### config.mk
export PLATFORM = sky130hd
export DESIGN_NAME = bram_srm_arb
export DESIGN_NICKNAME = d
export VERILOG_FILES = /design/src/rtl/bram_pkg.sv /design/src/rtl/bram_ce_sync.sv /design/src/rtl/bram_srm_arb.sv
export SDC_FILE = /design/constraint.sdc
export NUM_CORES = 1
export LEC_CHECK = 0
export CAP_MARGIN = 25
export CORE_ASPECT_RATIO = 1.1
export CORE_MARGIN = 5
export CORE_UTILIZATION = 38
export CTS_BUF_LIST = sky130_fd_sc_hd__clkbuf_16
export DETAILED_ROUTE_END_ITERATION = 7
export PLACE_DENSITY_LB_ADDON = 0.12
export RECOVER_POWER = 50
export SLEW_MARGIN = 20
export SYNTH_ARGS = -nofsm -noshare
export SYNTH_HDL_FRONTEND = slang
export SYNTH_HIERARCHICAL = 1
export SYNTH_SLANG_ARGS = --single-unit
### constraint.sdc
create_clock -name clk -period 2.5 [get_ports clk]
set_clock_uncertainty 0.15 [all_clocks]
set_input_delay 0.75 -clock clk [delete_from_list [all_inputs] [get_ports clk]]
set_output_delay 0.75 -clock clk [all_outputs]
set_load 0.05 [all_outputs]
### src/rtl/bram_pkg.sv
// Shared types and constants for the backup-SRAM arbiter.
package bram_pkg;

    // MCU access sequencer states
    typedef enum logic [2:0] {
        ST_IDLE    = 3'd0,
        ST_RD      = 3'd1,
        ST_WSETUP  = 3'd2,
        ST_WSTROBE = 3'd3,
        ST_WHOLD   = 3'd4,
        ST_DONE    = 3'd5
    } bram_arb_st_t;

    // Default number of extra strobe cycles for MCU accesses
    localparam int BRAM_WS_DEF = 2;

    // Saturating 8-bit increment used by the abort counter
    function automatic logic [7:0] sat_inc8(input logic [7:0] v);
        return (v == 8'hFF) ? v : v + 8'd1;
    endfunction

endpackage

### src/rtl/bram_ce_sync.sv
// Two-flop level synchronizer bringing the decoded CPU select into clk.
module bram_ce_sync (
    input  logic clk,
    input  logic rst,
    input  logic d,
    output logic q
);

    logic meta_r;
    logic sync_r;

    // Two-stage capture of the asynchronous level, cleared by reset
    always_ff @(posedge clk) begin
        if (rst) begin
            meta_r <= 1'b0;
            sync_r <= 1'b0;
        end else begin
            meta_r <= d;
            sync_r <= meta_r;
        end
    end

    assign q = sync_r;

endmodule

### src/rtl/bram_srm_arb.sv
// Backup SRAM arbiter: CPU window passes straight through with absolute
// priority; MCU save-transfer accesses are sequenced with wait states and
// are abandoned and retried whenever the CPU claims the bus.
module bram_srm_arb
    import bram_pkg::*;
#(
    parameter int WS_CYC = BRAM_WS_DEF,
    parameter int AW     = 19
) (
    input  logic          clk,
    input  logic          map_rst,
    input  logic          cpu_ce,
    input  logic          cpu_oe,
    input  logic          cpu_we_lo,
    input  logic          cpu_we_hi,
    input  logic [AW-1:0] cpu_addr,
    input  logic [15:0]   cpu_di,
    input  logic          mcu_req,
    input  logic          mcu_we,
    input  logic [1:0]    mcu_be,
    input  logic [AW-1:0] mcu_addr,
    input  logic [15:0]   mcu_di,
    output logic [15:0]   mcu_do,
    output logic          mcu_ack,
    output logic          mem_ce,
    output logic          mem_oe,
    output logic          mem_we_lo,
    output logic          mem_we_hi,
    output logic [AW-1:0] mem_addr,
    output logic [15:0]   mem_di,
    input  logic [15:0]   mem_do,
    output logic          busy,
    output logic [7:0]    abort_cnt
);

    localparam logic [7:0] WS_LAST = 8'(WS_CYC);

    logic          ce_s;
    bram_arb_st_t  state_r, nxt_state_s;
    logic [7:0]    cnt_r, nxt_cnt_s;
    logic [1:0]    be_r, nxt_be_s;
    logic [AW-1:0] drv_addr_r, nxt_addr_s;
    logic [15:0]   drv_di_r, nxt_di_s;
    logic          drv_ce_r, drv_oe_r, drv_wlo_r, drv_whi_r;
    logic          nxt_ce_s, nxt_oe_s, nxt_wlo_s, nxt_whi_s;
    logic [15:0]   mcu_do_r, nxt_do_s;
    logic          mcu_ack_r, nxt_ack_s;
    logic          busy_r;
    logic [7:0]    abort_cnt_r, nxt_abort_s;
    logic          abort_s;

    bram_ce_sync u_ce_sync (
        .clk (clk),
        .rst (map_rst),
        .d   (cpu_ce),
        .q   (ce_s)
    );

    // State, operand latches, registered MCU drive and status outputs
    always_ff @(posedge clk) begin
        if (map_rst) begin
            state_r     <= ST_IDLE;
            cnt_r       <= 8'd0;
            be_r        <= 2'b00;
            drv_addr_r  <= '0;
            drv_di_r    <= 16'h0000;
            drv_ce_r    <= 1'b0;
            drv_oe_r    <= 1'b0;
            drv_wlo_r   <= 1'b0;
            drv_whi_r   <= 1'b0;
            mcu_do_r    <= 16'h0000;
            mcu_ack_r   <= 1'b0;
            busy_r      <= 1'b0;
            abort_cnt_r <= 8'd0;
        end else begin
            state_r     <= nxt_state_s;
            cnt_r       <= nxt_cnt_s;
            be_r        <= nxt_be_s;
            drv_addr_r  <= nxt_addr_s;
            drv_di_r    <= nxt_di_s;
            drv_ce_r    <= nxt_ce_s;
            drv_oe_r    <= nxt_oe_s;
            drv_wlo_r   <= nxt_wlo_s;
            drv_whi_r   <= nxt_whi_s;
            mcu_do_r    <= nxt_do_s;
            mcu_ack_r   <= nxt_ack_s;
            busy_r      <= (nxt_state_s != ST_IDLE);
            abort_cnt_r <= nxt_abort_s;
        end
    end

    // Next state plus the strobe levels for the cycle being entered
    always_comb begin
        nxt_state_s = state_r;
        nxt_cnt_s   = cnt_r;
        nxt_be_s    = be_r;
        nxt_addr_s  = drv_addr_r;
        nxt_di_s    = drv_di_r;
        nxt_ce_s    = 1'b0;
        nxt_oe_s    = 1'b0;
        nxt_wlo_s   = 1'b0;
        nxt_whi_s   = 1'b0;
        nxt_do_s    = mcu_do_r;
        nxt_ack_s   = 1'b0;
        nxt_abort_s = abort_cnt_r;
        abort_s     = 1'b0;
        case (state_r)
            ST_IDLE: begin
                if (mcu_req && !ce_s) begin
                    nxt_addr_s = mcu_addr;
                    nxt_di_s   = mcu_di;
                    nxt_be_s   = mcu_be;
                    nxt_cnt_s  = 8'd0;
                    nxt_ce_s   = 1'b1;
                    if (mcu_we) begin
                        nxt_state_s = ST_WSETUP;
                    end else begin
                        nxt_state_s = ST_RD;
                        nxt_oe_s    = 1'b1;
                    end
                end else begin
                    nxt_state_s = ST_IDLE;
                end
            end
            ST_RD: begin
                if (ce_s) begin
                    abort_s = 1'b1;
                end else if (cnt_r == WS_LAST) begin
                    nxt_do_s    = mem_do;
                    nxt_state_s = ST_DONE;
                end else begin
                    nxt_cnt_s = cnt_r + 8'd1;
                    nxt_ce_s  = 1'b1;
                    nxt_oe_s  = 1'b1;
                end
            end
            ST_WSETUP: begin
                if (ce_s) begin
                    abort_s = 1'b1;
                end else begin
                    nxt_state_s = ST_WSTROBE;
                    nxt_cnt_s   = 8'd0;
                    nxt_ce_s    = 1'b1;
                    nxt_wlo_s   = be_r[0];
                    nxt_whi_s   = be_r[1];
                end
            end
            ST_WSTROBE: begin
                if (ce_s) begin
                    abort_s = 1'b1;
                end else if (cnt_r == WS_LAST) begin
                    nxt_state_s = ST_WHOLD;
                    nxt_ce_s    = 1'b1;
                end else begin
                    nxt_cnt_s = cnt_r + 8'd1;
                    nxt_ce_s  = 1'b1;
                    nxt_wlo_s = be_r[0];
                    nxt_whi_s = be_r[1];
                end
            end
            ST_WHOLD: begin
                if (ce_s) begin
                    abort_s = 1'b1;
                end else begin
                    nxt_state_s = ST_DONE;
                end
            end
            ST_DONE: begin
                nxt_ack_s   = 1'b1;
                nxt_state_s = ST_IDLE;
            end
            default: begin
                nxt_state_s = ST_IDLE;
            end
        endcase
        // A CPU claim drops the in-flight access; IDLE re-samples mcu_req
        if (abort_s) begin
            nxt_state_s = ST_IDLE;
            nxt_abort_s = sat_inc8(abort_cnt_r);
        end else begin
            nxt_abort_s = abort_cnt_r;
        end
    end

    // Memory pin mux on the raw select so the CPU wins with zero latency
    always_comb begin
        if (cpu_ce) begin
            mem_ce    = 1'b1;
            mem_oe    = cpu_oe;
            mem_we_lo = cpu_we_lo;
            mem_we_hi = cpu_we_hi;
            mem_addr  = cpu_addr;
            mem_di    = cpu_di;
        end else begin
            mem_ce    = drv_ce_r;
            mem_oe    = drv_oe_r;
            mem_we_lo = drv_wlo_r;
            mem_we_hi = drv_whi_r;
            mem_addr  = drv_addr_r;
            mem_di    = drv_di_r;
        end
    end

    assign mcu_do    = mcu_do_r;
    assign mcu_ack   = mcu_ack_r;
    assign busy      = busy_r;
    assign abort_cnt = abort_cnt_r;

endmodule

==> impl_metrics.env <==
export IMPL_violated_checks="setup timing"
export IMPL_reg2reg_end="mcu_do[14]"
export IMPL_final_layout_size_suffix_gt1_frac=0.1927
export IMPL_antenna_found_initial=0
export IMPL_critPathArrivalTime_ns=1.61
export IMPL_synth_nets=510
export IMPL_final_setup_viol_count=19
export IMPL_max_slew_margin=0.4869
export IMPL_maxCapViolCount=0
export IMPL_dpl_worst_slack_ns=-0.05013
export IMPL_worst_slack_ns=-0.01306
export IMPL_core_region_area_um2=9305
export IMPL_worst_path_max_delay_cell="sky130_fd_sc_hd__mux2_2"
export IMPL_antenna_cells=0
export IMPL_maximum_root_to_sink_buffer_count=2
export IMPL_crit_path_max_incr_delay_ns=0.37
export IMPL_cts_tree="yes"
export IMPL_final_cell_count_no_fill=693
export IMPL_min_to="u_ce_sync/q"
export IMPL_fillerInstances=815
export IMPL_core_rowCount=37
export IMPL_dieArea_um2=11550
export IMPL_place_hpwl_mm=7.627
export IMPL_hold_violations=0
export IMPL_synth_async_sr_flop_share=0
export IMPL_numCtsBuffers=9
export IMPL_total_overflow_reported_by_the_global_router=0
export IMPL_timing_setup_critical_path_class="in -> out"
export IMPL_period_minus_slack_ns=2.513
export IMPL_routed_via_count=3518
export IMPL_clk_latency_ns=0.33
export IMPL_globalplace_congestion=0.8420
export IMPL_design_final_nets=671
export IMPL_timing_rr_start="cnt_r[0]"
export IMPL_post_synth_cell_area_avg_um2=8.786
export IMPL_chipWidth_um=102.9
export IMPL_detail_route_antenna_nets=0
export IMPL_syn_instance_count=411
export IMPL_grt_setup_unrepaired="yes"
export IMPL_whs_path_depth=1
export IMPL_synthesis_area_um2=3611
export IMPL_crit_required_ns=1.60
export IMPL_slew_violations=0
export IMPL_setup_total_negative_slack_ns=-0.09204
export IMPL_synth_edf_count=0
export IMPL_r2r_slack_ns=0.37
export IMPL_avg_vias_per_cell=5.076
export IMPL_yosys_register_bits=80
export IMPL_grt_pass1_wl_mm=17.04
export IMPL_synth_seq_area_share=0.4435
export IMPL_grt_max_degree=38
export IMPL_initial_util=0.3881
export IMPL_timing_critical_path_max_delay_family="buffers and inverters"
export IMPL_clkSlewWorstSetupHoldPaths_ns=0.06
export IMPL_r2r_cells=7
export IMPL_clock_sinks=80
export IMPL_period_share=1.005
export IMPL_cell_at_the_root_of_the_clock_tree="sky130_fd_sc_hd__clkbuf_16"
export IMPL_worst_slew_pin_transition_ns=0.7696
export IMPL_timing_critical_path_buf_inv=3
export IMPL_start_kind="input pin"
export IMPL_worstHoldPathType="reg -> reg"
export IMPL_total_power_uw=3607
export IMPL_ir_drop_uv=295.6
export IMPL_max_freq_ghz=0.3979
export IMPL_post_route_drc_count=0
export IMPL_detail_route_first_pass_iterations=4
export IMPL_power_density_nw_per_um2=630.6
export IMPL_buffer_ports_inserted=160
export IMPL_power_static_leakage_uw=0.002376
export IMPL_synth_cell_types=51
export IMPL_ys_warnings_count=6
export IMPL_first_global_vias=3491
export IMPL_ys_flop_type="sky130_fd_sc_hd__dfxtp_1"
export IMPL_pin_count=161
export IMPL_worst_path_fanout_max=30
export IMPL_critical_path_cell_chain="buf_2 -> buf_12 -> mux2_2 -> buf_6"
export IMPL_run_status="finished, violations left"
export IMPL_drt_first_iter_violations=113
export IMPL_hp_start="u_ce_sync/meta_r"
export IMPL_gr_usage_all_layers=0.1825
export IMPL_critPathCaptureType="output port"
export IMPL_dieHeight_um=112.2
export IMPL_placedCellCount=678
export IMPL_htree_levels=3
export IMPL_wire_per_inst_um=15.06
export IMPL_areaGrowthSynthToFinish_pct=58.42
export IMPL_routed_wl_mm=10.44
==> placed cells by master (no fill, tap or decap), drive strengths merged, types with 5 or more instances in the layout <==
master / n
mux2i: 17
nor2: 30
a21oi: 47
mux2: 38
inv: 11
nand2: 84
and3: 5
dfxtp: 80
clkbuf: 19
nand3: 10
clkdlybuf4s50: 111
nand4: 6
buf: 51
==> kinds of logic after synthesis <==
kind of cell | Yosys count | share of synthesized area
multiplexers | 55 | 0.1656
adder cells (fa/ha/maj) | 4 | 0.01317
AO/OA/AOI/OAI | 75 | 0.1293
buffers and inverters | 34 | 0.03742
AND/OR/NAND/NOR | 159 | 0.2013
flip-flops | 80 | 0.4435
XOR/XNOR | 4 | 0.009704
==> report_power, final <==
group	internal (uW)	leakage, uW	switching, uW	total (uW)
clock network	968	0.000167	507	1480
logic	352	0.00156	419	770
registers	1330	0.000651	30.7	1360
==> worst max-delay path by stage <==
| stage | start | end | slack, ns | cells past startpoint |
|---|---|---|---|---|
| 2_1_floorplan | cpu_ce | mem_addr[10] | -0.07 | 3 |
| 3_3_place_gp | cpu_we_lo | mem_we_lo | -0.02 | 3 |
| 3_5_place_dp | cpu_di[0] | mem_di[0] | -0.05 | 3 |
| 4_1_cts | cpu_di[0] | mem_di[0] | -0.03 | 3 |
| 5_1_grt | cpu_ce | mem_addr[16] | -0.03 | 4 |
| 6_report | cpu_ce | mem_addr[18] | -0.01 | 4 |
==> layer usage <==
layer  track usage  wire length (um)
met5             0                 0
met4       0.06822               240
met3       0.05718               802
met2        0.3030              5369
met1        0.2182              4025
==> flip-flops by register name, indices dropped and copies added, names as in the netlist <==
signal / cells
drv_addr_r: 19
abort_cnt: 8
u_ce_sync/meta_r: 1
drv_ce_r: 1
be_r: 2
u_ce_sync/q: 1
state_r: 3
drv_wlo_r: 1
drv_whi_r: 1
cnt_r: 8
drv_oe_r: 1
busy: 1
mcu_do: 16
drv_di_r: 16
mcu_ack: 1
==> synthesized netlist by cell type, types with 3 or more instances <==
| master | count | area share |
|---|---|---|
| sky130_fd_sc_hd__mux2_2 | 29 | 0.090 |
| sky130_fd_sc_hd__ha_1 | 3 | 0.010 |
| sky130_fd_sc_hd__mux2i_1 | 17 | 0.047 |
| sky130_fd_sc_hd__nand3_1 | 10 | 0.014 |
| sky130_fd_sc_hd__clkbuf_1 | 19 | 0.020 |
| sky130_fd_sc_hd__xor2_1 | 3 | 0.0073 |
| sky130_fd_sc_hd__buf_2 | 6 | 0.0083 |
| sky130_fd_sc_hd__and2_1 | 3 | 0.0052 |
| sky130_fd_sc_hd__dfxtp_1 | 80 | 0.44 |
| sky130_fd_sc_hd__nor2_1 | 30 | 0.031 |
| sky130_fd_sc_hd__nand2_1 | 84 | 0.087 |
| sky130_fd_sc_hd__nor2b_1 | 3 | 0.0052 |
| sky130_fd_sc_hd__nand4_1 | 6 | 0.010 |
| sky130_fd_sc_hd__nor3_1 | 3 | 0.0042 |
| sky130_fd_sc_hd__inv_1 | 9 | 0.0094 |
| sky130_fd_sc_hd__a21oi_1 | 47 | 0.065 |
| sky130_fd_sc_hd__and3_1 | 5 | 0.0087 |
| sky130_fd_sc_hd__mux2_1 | 9 | 0.028 |
==> cell type report <==
cell class                      instances  area [um2]  area share
Clock inverter                          6       107.6     0.01881
Timing Repair Buffer                  175        1709      0.2988
Sequential cell                        80        1602      0.2800
Inverter                                9       33.78    0.005906
Tap cell                              117       146.4     0.02559
Clock buffer                            9       225.2     0.03937
Multi-Input combinational cell        297        1897      0.3316
==> per-stage QoR <==
step	instance area (um2)	utilization	hold WS [ns]
finish	5720	0.6148	0.2845
global route	5720	0.6148	0.3106
CTS	5744	0.6173	0.2882
detailed placement	5288	0.5682	0.2748
global placement	5288	0.5682	0.2695
floorplan	3613	-	0.2638
==> what timing repair did <==
action	in CTS	in global routing
endpoints found under the setup margin	33	35
buffers inserted	0	0
resized for setup	33	9
hold buffers	0	0
gates cloned	0	0
Note: power is estimated with default switching activity, not from simulation.
